===== src/rtl/pipe_hazard_ctrl_if.sv =====
// Bundle of ID/EX/MEM hazard inputs and pipeline control outputs for pipe_hazard_ctrl.
// The master modport is the pipeline/decoder side; the slave modport is the hazard controller.
interface pipe_hazard_ctrl_if;

    // ID-stage operand and branch information
    logic [4:0] id_rn;
    logic [4:0] id_rm;
    logic       id_uses_rn;
    logic       id_uses_rm;
    logic       id_is_cbz;
    logic       id_is_blt;
    logic       id_br_taken;

    // EX-stage producer information
    logic [4:0] ex_rd;
    logic       ex_reg_write;
    logic       ex_mem_read;
    logic       ex_flagset;

    // MEM-stage producer and data-memory handshake
    logic [4:0] mem_rd;
    logic       mem_mem_read;
    logic       mem_req;
    logic       mem_ready;

    // Pipeline register controls
    logic       pc_we;
    logic       ifid_we;
    logic       idex_we;
    logic       exmem_we;
    logic       memwb_we;
    logic       idex_bubble;
    logic       ifid_flush;

    modport master (
        output id_rn, id_rm, id_uses_rn, id_uses_rm, id_is_cbz, id_is_blt, id_br_taken,
        output ex_rd, ex_reg_write, ex_mem_read, ex_flagset,
        output mem_rd, mem_mem_read, mem_req, mem_ready,
        input  pc_we, ifid_we, idex_we, exmem_we, memwb_we, idex_bubble, ifid_flush
    );

    modport slave (
        input  id_rn, id_rm, id_uses_rn, id_uses_rm, id_is_cbz, id_is_blt, id_br_taken,
        input  ex_rd, ex_reg_write, ex_mem_read, ex_flagset,
        input  mem_rd, mem_mem_read, mem_req, mem_ready,
        output pc_we, ifid_we, idex_we, exmem_we, memwb_we, idex_bubble, ifid_flush
    );

endinterface


===== src/rtl/pipe_hazard_ctrl.sv =====
// Pipeline hazard controller for the 5-stage pipeline: load-use, CBZ-operand and
// BLT-flag stalls, memory-wait freeze and taken-branch fetch squash.
// Optional performance counters are built when HAZARD_PERF_CNT_EN is defined.
module pipe_hazard_ctrl #(
    parameter int unsigned STALL_MAX = 2
`ifdef HAZARD_PERF_CNT_EN
    ,
    parameter int unsigned PERF_W    = 32
`endif
) (
    input  logic                 clk,
    input  logic                 reset_n,
    pipe_hazard_ctrl_if.slave    hz
`ifdef HAZARD_PERF_CNT_EN
    ,
    output logic [PERF_W-1:0]    perf_stall_cnt,
    output logic [PERF_W-1:0]    perf_flush_cnt
`endif
);

    localparam int unsigned STALL_W = $clog2(STALL_MAX + 1);
    localparam logic [4:0]  XZR     = 5'd31;

    typedef enum logic [1:0] {
        ST_INIT = 2'd0,
        ST_RUN  = 2'd1,
        ST_HAZ  = 2'd2
    } state_t;

    state_t               state_q;
    state_t               state_d;
    logic [STALL_W-1:0]   stall_q;
    logic [STALL_W-1:0]   stall_d;

    logic                 rn_hit_ex;
    logic                 rm_hit_ex;
    logic                 rm_hit_mem;
    logic                 load_use;
    logic                 cbz_ex;
    logic                 cbz_mem;
    logic                 blt_flag;
    logic                 mem_wait;
    logic [STALL_W-1:0]   haz_len;

    logic                 pc_we;
    logic                 ifid_we;
    logic                 idex_we;
    logic                 exmem_we;
    logic                 memwb_we;
    logic                 idex_bubble;
    logic                 ifid_flush;

    // Operand match terms; XZR never forms a dependency
    always_comb begin
        rn_hit_ex  = hz.id_uses_rn && (hz.id_rn != XZR) && (hz.id_rn == hz.ex_rd);
        rm_hit_ex  = hz.id_uses_rm && (hz.id_rm != XZR) && (hz.id_rm == hz.ex_rd);
        rm_hit_mem = (hz.id_rm != XZR) && (hz.id_rm == hz.mem_rd);
        load_use   = hz.ex_mem_read && (rn_hit_ex || rm_hit_ex);
        cbz_ex     = hz.id_is_cbz && hz.ex_reg_write && (hz.id_rm != XZR) && (hz.id_rm == hz.ex_rd);
        cbz_mem    = hz.id_is_cbz && hz.mem_mem_read && rm_hit_mem;
        blt_flag   = hz.id_is_blt && hz.ex_flagset;
        mem_wait   = hz.mem_req && !hz.mem_ready;
    end

    // Hazard length: the longest of all applicable conditions
    always_comb begin
        haz_len = '0;
        if (load_use || cbz_ex || cbz_mem || blt_flag) begin
            haz_len = STALL_W'(1);
        end
        if (cbz_ex && hz.ex_mem_read) begin
            haz_len = STALL_W'(2);
        end
    end

    // State and stall counter register
    always_ff @(posedge clk or negedge reset_n) begin
        if (!reset_n) begin
            state_q <= ST_INIT;
            stall_q <= '0;
        end else begin
            state_q <= state_d;
            stall_q <= stall_d;
        end
    end

    // Next-state and pipeline control decode
    always_comb begin
        state_d     = state_q;
        stall_d     = stall_q;
        pc_we       = 1'b1;
        ifid_we     = 1'b1;
        idex_we     = 1'b1;
        exmem_we    = 1'b1;
        memwb_we    = 1'b1;
        idex_bubble = 1'b0;
        ifid_flush  = 1'b0;

        unique case (state_q)
            ST_INIT: begin
                pc_we       = 1'b0;
                ifid_we     = 1'b0;
                idex_we     = 1'b0;
                exmem_we    = 1'b0;
                memwb_we    = 1'b0;
                idex_bubble = 1'b1;
                ifid_flush  = 1'b1;
                state_d     = ST_RUN;
            end

            ST_RUN: begin
                if (mem_wait) begin
                    pc_we    = 1'b0;
                    ifid_we  = 1'b0;
                    idex_we  = 1'b0;
                    exmem_we = 1'b0;
                    memwb_we = 1'b0;
                end else if (haz_len != '0) begin
                    pc_we       = 1'b0;
                    ifid_we     = 1'b0;
                    idex_bubble = 1'b1;
                    if (haz_len > STALL_W'(1)) begin
                        stall_d = haz_len - STALL_W'(1);
                        state_d = ST_HAZ;
                    end
                end else if (hz.id_br_taken) begin
                    ifid_flush = 1'b1;
                end
            end

            ST_HAZ: begin
                if (mem_wait) begin
                    pc_we    = 1'b0;
                    ifid_we  = 1'b0;
                    idex_we  = 1'b0;
                    exmem_we = 1'b0;
                    memwb_we = 1'b0;
                end else begin
                    pc_we       = 1'b0;
                    ifid_we     = 1'b0;
                    idex_bubble = 1'b1;
                    stall_d     = stall_q - STALL_W'(1);
                    if (stall_q <= STALL_W'(1)) begin
                        stall_d = '0;
                        state_d = ST_RUN;
                    end
                end
            end

            default: begin
                state_d = ST_INIT;
                stall_d = '0;
            end
        endcase
    end

    assign hz.pc_we       = pc_we;
    assign hz.ifid_we     = ifid_we;
    assign hz.idex_we     = idex_we;
    assign hz.exmem_we    = exmem_we;
    assign hz.memwb_we    = memwb_we;
    assign hz.idex_bubble = idex_bubble;
    assign hz.ifid_flush  = ifid_flush;

`ifdef HAZARD_PERF_CNT_EN
    logic [PERF_W-1:0] perf_stall_q;
    logic [PERF_W-1:0] perf_flush_q;

    // Saturating bubble/flush counters, counting only once the pipeline runs
    always_ff @(posedge clk or negedge reset_n) begin
        if (!reset_n) begin
            perf_stall_q <= '0;
            perf_flush_q <= '0;
        end else begin
            if ((state_q != ST_INIT) && idex_bubble && (perf_stall_q != '1)) begin
                perf_stall_q <= perf_stall_q + PERF_W'(1);
            end
            if ((state_q != ST_INIT) && ifid_flush && (perf_flush_q != '1)) begin
                perf_flush_q <= perf_flush_q + PERF_W'(1);
            end
        end
    end

    assign perf_stall_cnt = perf_stall_q;
    assign perf_flush_cnt = perf_flush_q;
`endif

endmodule


===== src/flat_wrapper.sv =====
// flat-port wrapper written by rule: the top's interface ports become plain ports
module pipe_hazard_ctrl_flat 
#(
    parameter int unsigned STALL_MAX = 2

)
  (clk, reset_n, hz_id_rn, hz_id_rm, hz_id_uses_rn, hz_id_uses_rm, hz_id_is_cbz, hz_id_is_blt, hz_id_br_taken, hz_ex_rd, hz_ex_reg_write, hz_ex_mem_read, hz_ex_flagset, hz_mem_rd, hz_mem_mem_read, hz_mem_req, hz_mem_ready, hz_pc_we, hz_ifid_we, hz_idex_we, hz_exmem_we, hz_memwb_we, hz_idex_bubble, hz_ifid_flush);
  pipe_hazard_ctrl_if hz_i ();
  input  logic clk;
  input  logic reset_n;
  input wire logic [$bits(hz_i.id_rn)-1:0] hz_id_rn;
  input wire logic [$bits(hz_i.id_rm)-1:0] hz_id_rm;
  input wire logic [$bits(hz_i.id_uses_rn)-1:0] hz_id_uses_rn;
  input wire logic [$bits(hz_i.id_uses_rm)-1:0] hz_id_uses_rm;
  input wire logic [$bits(hz_i.id_is_cbz)-1:0] hz_id_is_cbz;
  input wire logic [$bits(hz_i.id_is_blt)-1:0] hz_id_is_blt;
  input wire logic [$bits(hz_i.id_br_taken)-1:0] hz_id_br_taken;
  input wire logic [$bits(hz_i.ex_rd)-1:0] hz_ex_rd;
  input wire logic [$bits(hz_i.ex_reg_write)-1:0] hz_ex_reg_write;
  input wire logic [$bits(hz_i.ex_mem_read)-1:0] hz_ex_mem_read;
  input wire logic [$bits(hz_i.ex_flagset)-1:0] hz_ex_flagset;
  input wire logic [$bits(hz_i.mem_rd)-1:0] hz_mem_rd;
  input wire logic [$bits(hz_i.mem_mem_read)-1:0] hz_mem_mem_read;
  input wire logic [$bits(hz_i.mem_req)-1:0] hz_mem_req;
  input wire logic [$bits(hz_i.mem_ready)-1:0] hz_mem_ready;
  output wire logic [$bits(hz_i.pc_we)-1:0] hz_pc_we;
  output wire logic [$bits(hz_i.ifid_we)-1:0] hz_ifid_we;
  output wire logic [$bits(hz_i.idex_we)-1:0] hz_idex_we;
  output wire logic [$bits(hz_i.exmem_we)-1:0] hz_exmem_we;
  output wire logic [$bits(hz_i.memwb_we)-1:0] hz_memwb_we;
  output wire logic [$bits(hz_i.idex_bubble)-1:0] hz_idex_bubble;
  output wire logic [$bits(hz_i.ifid_flush)-1:0] hz_ifid_flush;
  assign hz_i.id_rn = hz_id_rn;
  assign hz_i.id_rm = hz_id_rm;
  assign hz_i.id_uses_rn = hz_id_uses_rn;
  assign hz_i.id_uses_rm = hz_id_uses_rm;
  assign hz_i.id_is_cbz = hz_id_is_cbz;
  assign hz_i.id_is_blt = hz_id_is_blt;
  assign hz_i.id_br_taken = hz_id_br_taken;
  assign hz_i.ex_rd = hz_ex_rd;
  assign hz_i.ex_reg_write = hz_ex_reg_write;
  assign hz_i.ex_mem_read = hz_ex_mem_read;
  assign hz_i.ex_flagset = hz_ex_flagset;
  assign hz_i.mem_rd = hz_mem_rd;
  assign hz_i.mem_mem_read = hz_mem_mem_read;
  assign hz_i.mem_req = hz_mem_req;
  assign hz_i.mem_ready = hz_mem_ready;
  assign hz_pc_we = hz_i.pc_we;
  assign hz_ifid_we = hz_i.ifid_we;
  assign hz_idex_we = hz_i.idex_we;
  assign hz_exmem_we = hz_i.exmem_we;
  assign hz_memwb_we = hz_i.memwb_we;
  assign hz_idex_bubble = hz_i.idex_bubble;
  assign hz_ifid_flush = hz_i.ifid_flush;
  pipe_hazard_ctrl #(.STALL_MAX(STALL_MAX)) u_core (.clk(clk), .reset_n(reset_n), .hz(hz_i));
endmodule

===== config.mk =====
export PLATFORM = sky130hd
export DESIGN_NAME = pipe_hazard_ctrl_flat
export DESIGN_NICKNAME = d
export VERILOG_FILES = /design/src/rtl/pipe_hazard_ctrl_if.sv /design/src/rtl/pipe_hazard_ctrl.sv /design/src/flat_wrapper.sv
export SDC_FILE = /design/constraint.sdc
export NUM_CORES = 1
export LEC_CHECK = 0
export CELL_PAD_IN_SITES_DETAIL_PLACEMENT = 1
export CELL_PAD_IN_SITES_GLOBAL_PLACEMENT = 2
export CORE_ASPECT_RATIO = 0.6
export CORE_MARGIN = 10
export CORE_UTILIZATION = 19
export CTS_BUF_LIST = sky130_fd_sc_hd__clkbuf_4
export CTS_CLUSTER_SIZE = 10
export DETAILED_ROUTE_END_ITERATION = 16
export GPL_ROUTABILITY_DRIVEN = 1
export PLACE_DENSITY = 0.89
export SYNTH_ARGS = -nofsm -noshare
export SYNTH_HDL_FRONTEND = slang
export SYNTH_SLANG_ARGS = --single-unit

===== constraint.sdc =====
create_clock -name clk -period 1.9 [get_ports clk]
set_input_delay 0.38 -clock clk [delete_from_list [all_inputs] [get_ports clk]]
set_output_delay 0.38 -clock clk [all_outputs]
set_load 0.01 [all_outputs]

* Word level (Yosys, flattened, before mapping)
Index checks and enable logic that the tools add are counted.
** Word-level totals
- Latch bits :: 0
- Memories :: 0
- ROM bits :: 0
- Bits in writable memories :: 0
- Register bits :: 4
- Logic and storage cells :: 70
** Cells by class
- Eq/ne operators :: 12
- Shifts and indexed selects :: 0
- Multiply operators :: 0
- Add/sub/neg operators :: 2
- Multiplexer cells :: 26
- $lt $le $gt $ge :: 2
- Bitwise logic cells :: 1
- Divide/modulo/power cells :: 0
- Reductions and logical operators :: 25
** Operator list (count)
- $mux W2 :: 11
- $eq A5 B5 Y1 :: 3
- $logic_and A1 B1 Y1 :: 14
- $pmux W2 S3 :: 2
- $ne A5 B5 Y1 const B :: 2
- $reduce_and A5 Y1 :: 2
- $mux W1 :: 9
- $ne A2 B1 Y1 const B :: 3
- $pmux W1 S2 :: 3
- $logic_or A1 B1 Y1 :: 4
- $ne A2 B2 Y1 const B :: 2
- $reduce_or A2 Y1 :: 2
- $sub A2 B1 Y2 const B :: 2
- $pmux W1 S3 :: 1
- $eq A2 B1 Y1 const B :: 1
- $eq A2 B2 Y1 const B :: 1
- $gt A2 B1 Y1 const B :: 1
- $le A2 B1 Y1 const B :: 1
- $logic_not A2 Y1 :: 1
- $reduce_bool A2 Y1 :: 1
- $logic_not A1 Y1 :: 1
- $not A1 Y1 :: 1

* Depth between registers and ports, before layout
- Word-level depth :: 15
- Depth in mapped cells :: 6
- Mapped depth without buffers :: 6

* Worst setup path after synthesis
OpenSTA, ideal clock, no wires.
- Path kind :: input to output
- Start :: in hz_id_rm[4]
- End :: out hz_pc_we
- Data required time :: 1520 ps
- Arrival time :: 1411 ps
- Path buffers :: 1
- Slack :: 109 ps
- Stages :: 6
- Cell sequence :: and4_4 a211oi_1 a22oi_1 nand3_1 o32ai_1 buf_4
** On the way
- Word-level cells in the longest chain between the ends :: 14
- Elaborated cells on any way between the ends :: 21
- Classes of those cells :: eq/ne (3); mux (5); reduce/logical (13)
** RTL lines
- start: declaration :: RTL line flat_wrapper.sv:12 : input wire logic [$bits(hz_i.id_rm)-1:0] hz_id_rm;
- $ne A5 B5 Y1 :: RTL line pipe_hazard_ctrl.sv:56, pipe_hazard_ctrl.sv:57, pipe_hazard_ctrl.sv:59
- $logic_and A1 B1 Y1 (2 in series) :: RTL line pipe_hazard_ctrl.sv:56 : rm_hit_ex = hz.id_uses_rm && (hz.id_rm != XZR) && (hz.id_rm == hz.ex_rd);
- $logic_or A1 B1 Y1 :: RTL line pipe_hazard_ctrl.sv:58 : load_use = hz.ex_mem_read && (rn_hit_ex || rm_hit_ex);
- $logic_and A1 B1 Y1 :: RTL line pipe_hazard_ctrl.sv:58
- $logic_or A1 B1 Y1 (3 in series) :: RTL line pipe_hazard_ctrl.sv:68 : if (load_use || cbz_ex || cbz_mem || blt_flag) begin
- $mux W1 :: RTL line pipe_hazard_ctrl.sv:68
- $mux W2 (*) :: RTL line pipe_hazard_ctrl.sv:71 : if (cbz_ex && hz.ex_mem_read) begin
- $reduce_bool A2 Y1 (*) :: RTL line pipe_hazard_ctrl.sv:118 : end else if (haz_len != '0) begin
- $mux W1 (*) (2 in series)
- $pmux W1 S2 (*)
- end: declaration :: RTL line flat_wrapper.sv:26 : output wire logic [$bits(hz_i.pc_we)-1:0] hz_pc_we;
Mark *: on every way between the ends. The rest lies on a longest branch, timed or not.

* Worst setup path in the final report
- Start :: in hz_id_rn[3]
- End :: out hz_idex_bubble
** On the way
- Word-level cells in the longest chain between the ends :: 14
- Elaborated cells on any way between the ends :: 15
- Classes of those cells :: eq/ne (2); mux (5); reduce/logical (8)
** RTL lines
- start: declaration :: RTL line flat_wrapper.sv:11 : input wire logic [$bits(hz_i.id_rn)-1:0] hz_id_rn;
- $ne A5 B5 Y1 :: RTL line pipe_hazard_ctrl.sv:55 : rn_hit_ex = hz.id_uses_rn && (hz.id_rn != XZR) && (hz.id_rn == hz.ex_rd);
- $logic_and A1 B1 Y1 :: RTL line pipe_hazard_ctrl.sv:55
- $logic_and A1 B1 Y1 (*) :: RTL line pipe_hazard_ctrl.sv:55
- $logic_or A1 B1 Y1 (*) :: RTL line pipe_hazard_ctrl.sv:58
- $logic_and A1 B1 Y1 (*) :: RTL line pipe_hazard_ctrl.sv:58
- $logic_or A1 B1 Y1 (*) (3 in series) :: RTL line pipe_hazard_ctrl.sv:68
- $mux W1 (*) :: RTL line pipe_hazard_ctrl.sv:68
- $mux W2 (*) :: RTL line pipe_hazard_ctrl.sv:71
- $reduce_bool A2 Y1 (*) :: RTL line pipe_hazard_ctrl.sv:118
- $mux W1 (*) :: RTL line pipe_hazard_ctrl.sv:118
- $mux W1 (*) :: RTL line pipe_hazard_ctrl.sv:112 : if (mem_wait) begin
- $pmux W1 S3 (*) :: RTL line pipe_hazard_ctrl.sv:99 : unique case (state_q)
- end: declaration :: RTL line flat_wrapper.sv:31 : output wire logic [$bits(hz_i.idex_bubble)-1:0] hz_idex_bubble;
Marked as above.

==> run summary <==
Outcome -> complete, but fails checks
Failing checks -> negative setup slack
Clock Tree Buf Depth -> 2
Max-Cap Viols -> 0
Cell area after layout -> 1430 µm²
Post-DP HPWL -> 2800 µm
Final WL -> 3360 µm
Avg WL per Cell -> 18.5 µm
Die H -> 64.5 µm
Area Overhead vs Synth -> 128%
Clk Latency, worst-skew pair -> 0.23 ns
Hold Buf Count CTS -> 0
Initial Util -> 0.195
Total core area -> 3220 µm²
Reg clk slew, reported paths -> 0.04 ns
Port buffer count -> 39
# IOs -> 40
Post-DRT Antenna Nets -> 0
H-tree depth -> 1
ANT cells -> 0
Synth warn -> 0
FMAX -> 0.493 GHz
Inserted Clock Buffers -> 3
Hold slack -> 0.347 ns
Initial DRC count -> 22
Final Power -> 1.05 mW
VDD IR-drop max -> 0.317 mV
Post-synth EDFFs -> 0
Synth cell types -> 34
Largest net degree at the start of global routing -> 6
Power Density -> 737 nW/µm²
Mapped Avg Cell Area -> 8.60 µm²
Relative slew slack -> 0.813
Place WS -> -1.08 ns
Nets -> 177
Crit path DAT -> 1.65 ns
RSZ-0062 raised after global routing -> true
Minimum clock period -> 2.03 ns
CP max FO -> 2
Site row count -> 16
Finish-stage setup viols -> 4
Post-synth top flop -> dfrtp_1
GRT Overall Usage -> 0.110
Async set-reset flop share out of synthesis -> 1.00
GPL Wtd Cong -> 0.786
Critical path endpoint category -> output pin
Share of cells above drive strength 1 -> 0.635
Vias -> 825
Synth area leaders -> dfrtp_1 (16%), xor2_1 (14%), ha_1 (10%)
Die area -> 6080 µm²
Routed vias/inst -> 4.53
Die Wd -> 94.2 µm
Register bit total from synthesis -> 4
LEAKAGE -> 0.675 nW
Vias in the first global route -> 958
Placed instance area -> 1220 µm²
Worst slew pin tran -> 0.279 ns
CTS tree -> done
HP Class -> in -> async
Gr ovfl total -> 0
First-pass GRT wire length -> 5290 µm
Synth Net Count -> 111
Final slew viol count -> 0
Synth Cell Area -> 628 µm²
Fin crit share -> 1.07
Remaining DRCs -> 0
Initial antenna violation count -> 0
CTS Sinks -> 4
DRT Pass-1 Iters -> 4
Final WS setup -> -0.128 ns
Critical path class -> in -> out
CP required -> 1.52 ns
Hold Fails Final Rpt -> 0
Top-area cell type share of the netlist area -> 0.159
Seq/Total Area, Yosys -> 0.159
Worst clock skew -> 0.00457 ns
Mapped Cells -> 73
CTS root buffer -> clkbuf_4
Crit path launch type -> primary input
Post-synth top area cell -> dfrtp_1
critical path: stages:
cell and delay (ns):
buf_6 0.09, xnor2_2 0.17, nand3_1 0.10, or3_4 0.41, a31o_4 0.25, a21oi_2 0.10, buf_2 0.14
path summary, 6_finish.rpt:
check / startpoint / cells past startpoint / endpoint / slack (ns)
setup / recovery: hz_id_rn[3] / 7 / hz_idex_bubble / -0.13
hold / removal: reset_n / 1 / u_core.stall_q[0] / 0.35
setup reg to reg: u_core.state_q[1] / 8 / u_core.stall_q[1] / 0.17
hold reg to reg: u_core.stall_q[1] / 1 / u_core.stall_q[1] / 0.56
max in group asynchronous: reset_n / 1 / u_core.state_q[1] / 1.38
min in group clk: u_core.stall_q[1] / 1 / u_core.stall_q[1] / 0.56
power by group:
group          switching (mW)  internal [mW]
registers              0.0116         0.0978
clock network          0.0325         0.0705
logic                   0.397          0.445
metrics by stage:
stage                     TNS [ns]  instances  utilization
after floorplan                  0         73            -
after global placement       -5.78        176        0.378
after detailed placement     -6.44        176        0.378
after CTS                   -0.416        180        0.431
after global routing        -0.554        182        0.444
final                       -0.284        182        0.444
kinds of logic (layout without fill, tap and decap cells):
family                     Yosys count  after routing  synth area share
DFF                                  4              4             0.159
muxes                                2              2            0.0319
AOI/OAI and AO/OA                   19             19             0.237
and+or+nand+nor                     19             19             0.199
buffers and inverters               10             74            0.0777
adders and majority gates            5              5            0.0996
xor gates and xnor gates            14             14             0.195
registers in the layout, summed over array words and instances, names as in the netlist:
name	flops
u_core.state_q	2
u_core.stall_q	2
Yosys cell counts, types with 2 or more instances:
| cell type | n |
|---|---|
| nand3_1 | 4 |
| a21oi_1 | 5 |
| ha_1 | 5 |
| nand2_1 | 2 |
| and3_1 | 2 |
| dfrtp_1 | 4 |
| a21boi_0 | 2 |
| buf_4 | 3 |
| xnor2_1 | 4 |
| inv_1 | 7 |
| nand4_1 | 2 |
| mux2i_1 | 2 |
| xor2_1 | 10 |
timing repair:
item	4_1_cts	5_1_grt
setup buffers	1	2
cloned	0	0
pin swaps	27	10
resized for setup	168	13
setup endpoints to repair	10	8
cell type report:
| cell class | instances | area [µm²] |
|---|---|---|
| clock buffers | 3 | 22.5 |
| fillers | 380 | 1790 |
| inverters | 7 | 26.3 |
| multi-input cells | 59 | 687 |
| flip-flops and latches | 4 | 100 |
| well taps | 45 | 56.3 |
| repair buffers | 64 | 539 |
layer usage:
metal	GRT usage	wire, µm
met2	0.204	1830
met4	0.0113	0
met5	0	0
met1	0.131	1410
met3	0.0230	122
layout by cell type, fill, tap and decap left out, types with 2 or more instances in the layout:
cell type	count
buf_4	19
buf_6	16
buf_2	14
inv_1	6
xor2_1	5
dlygate4sd2_1	5
xnor2_2	4
xor2_2	4
a21oi_1	4
clkdlybuf4s50_1	4
dfrtp_1	4
ha_1	3
clkbuf_4	3
nand4_1	2
nand3_1	2
a211oi_4	2
and3_1	2
buf_8	2
clkbuf_2	2
Power figures use the tool's default switching activity.
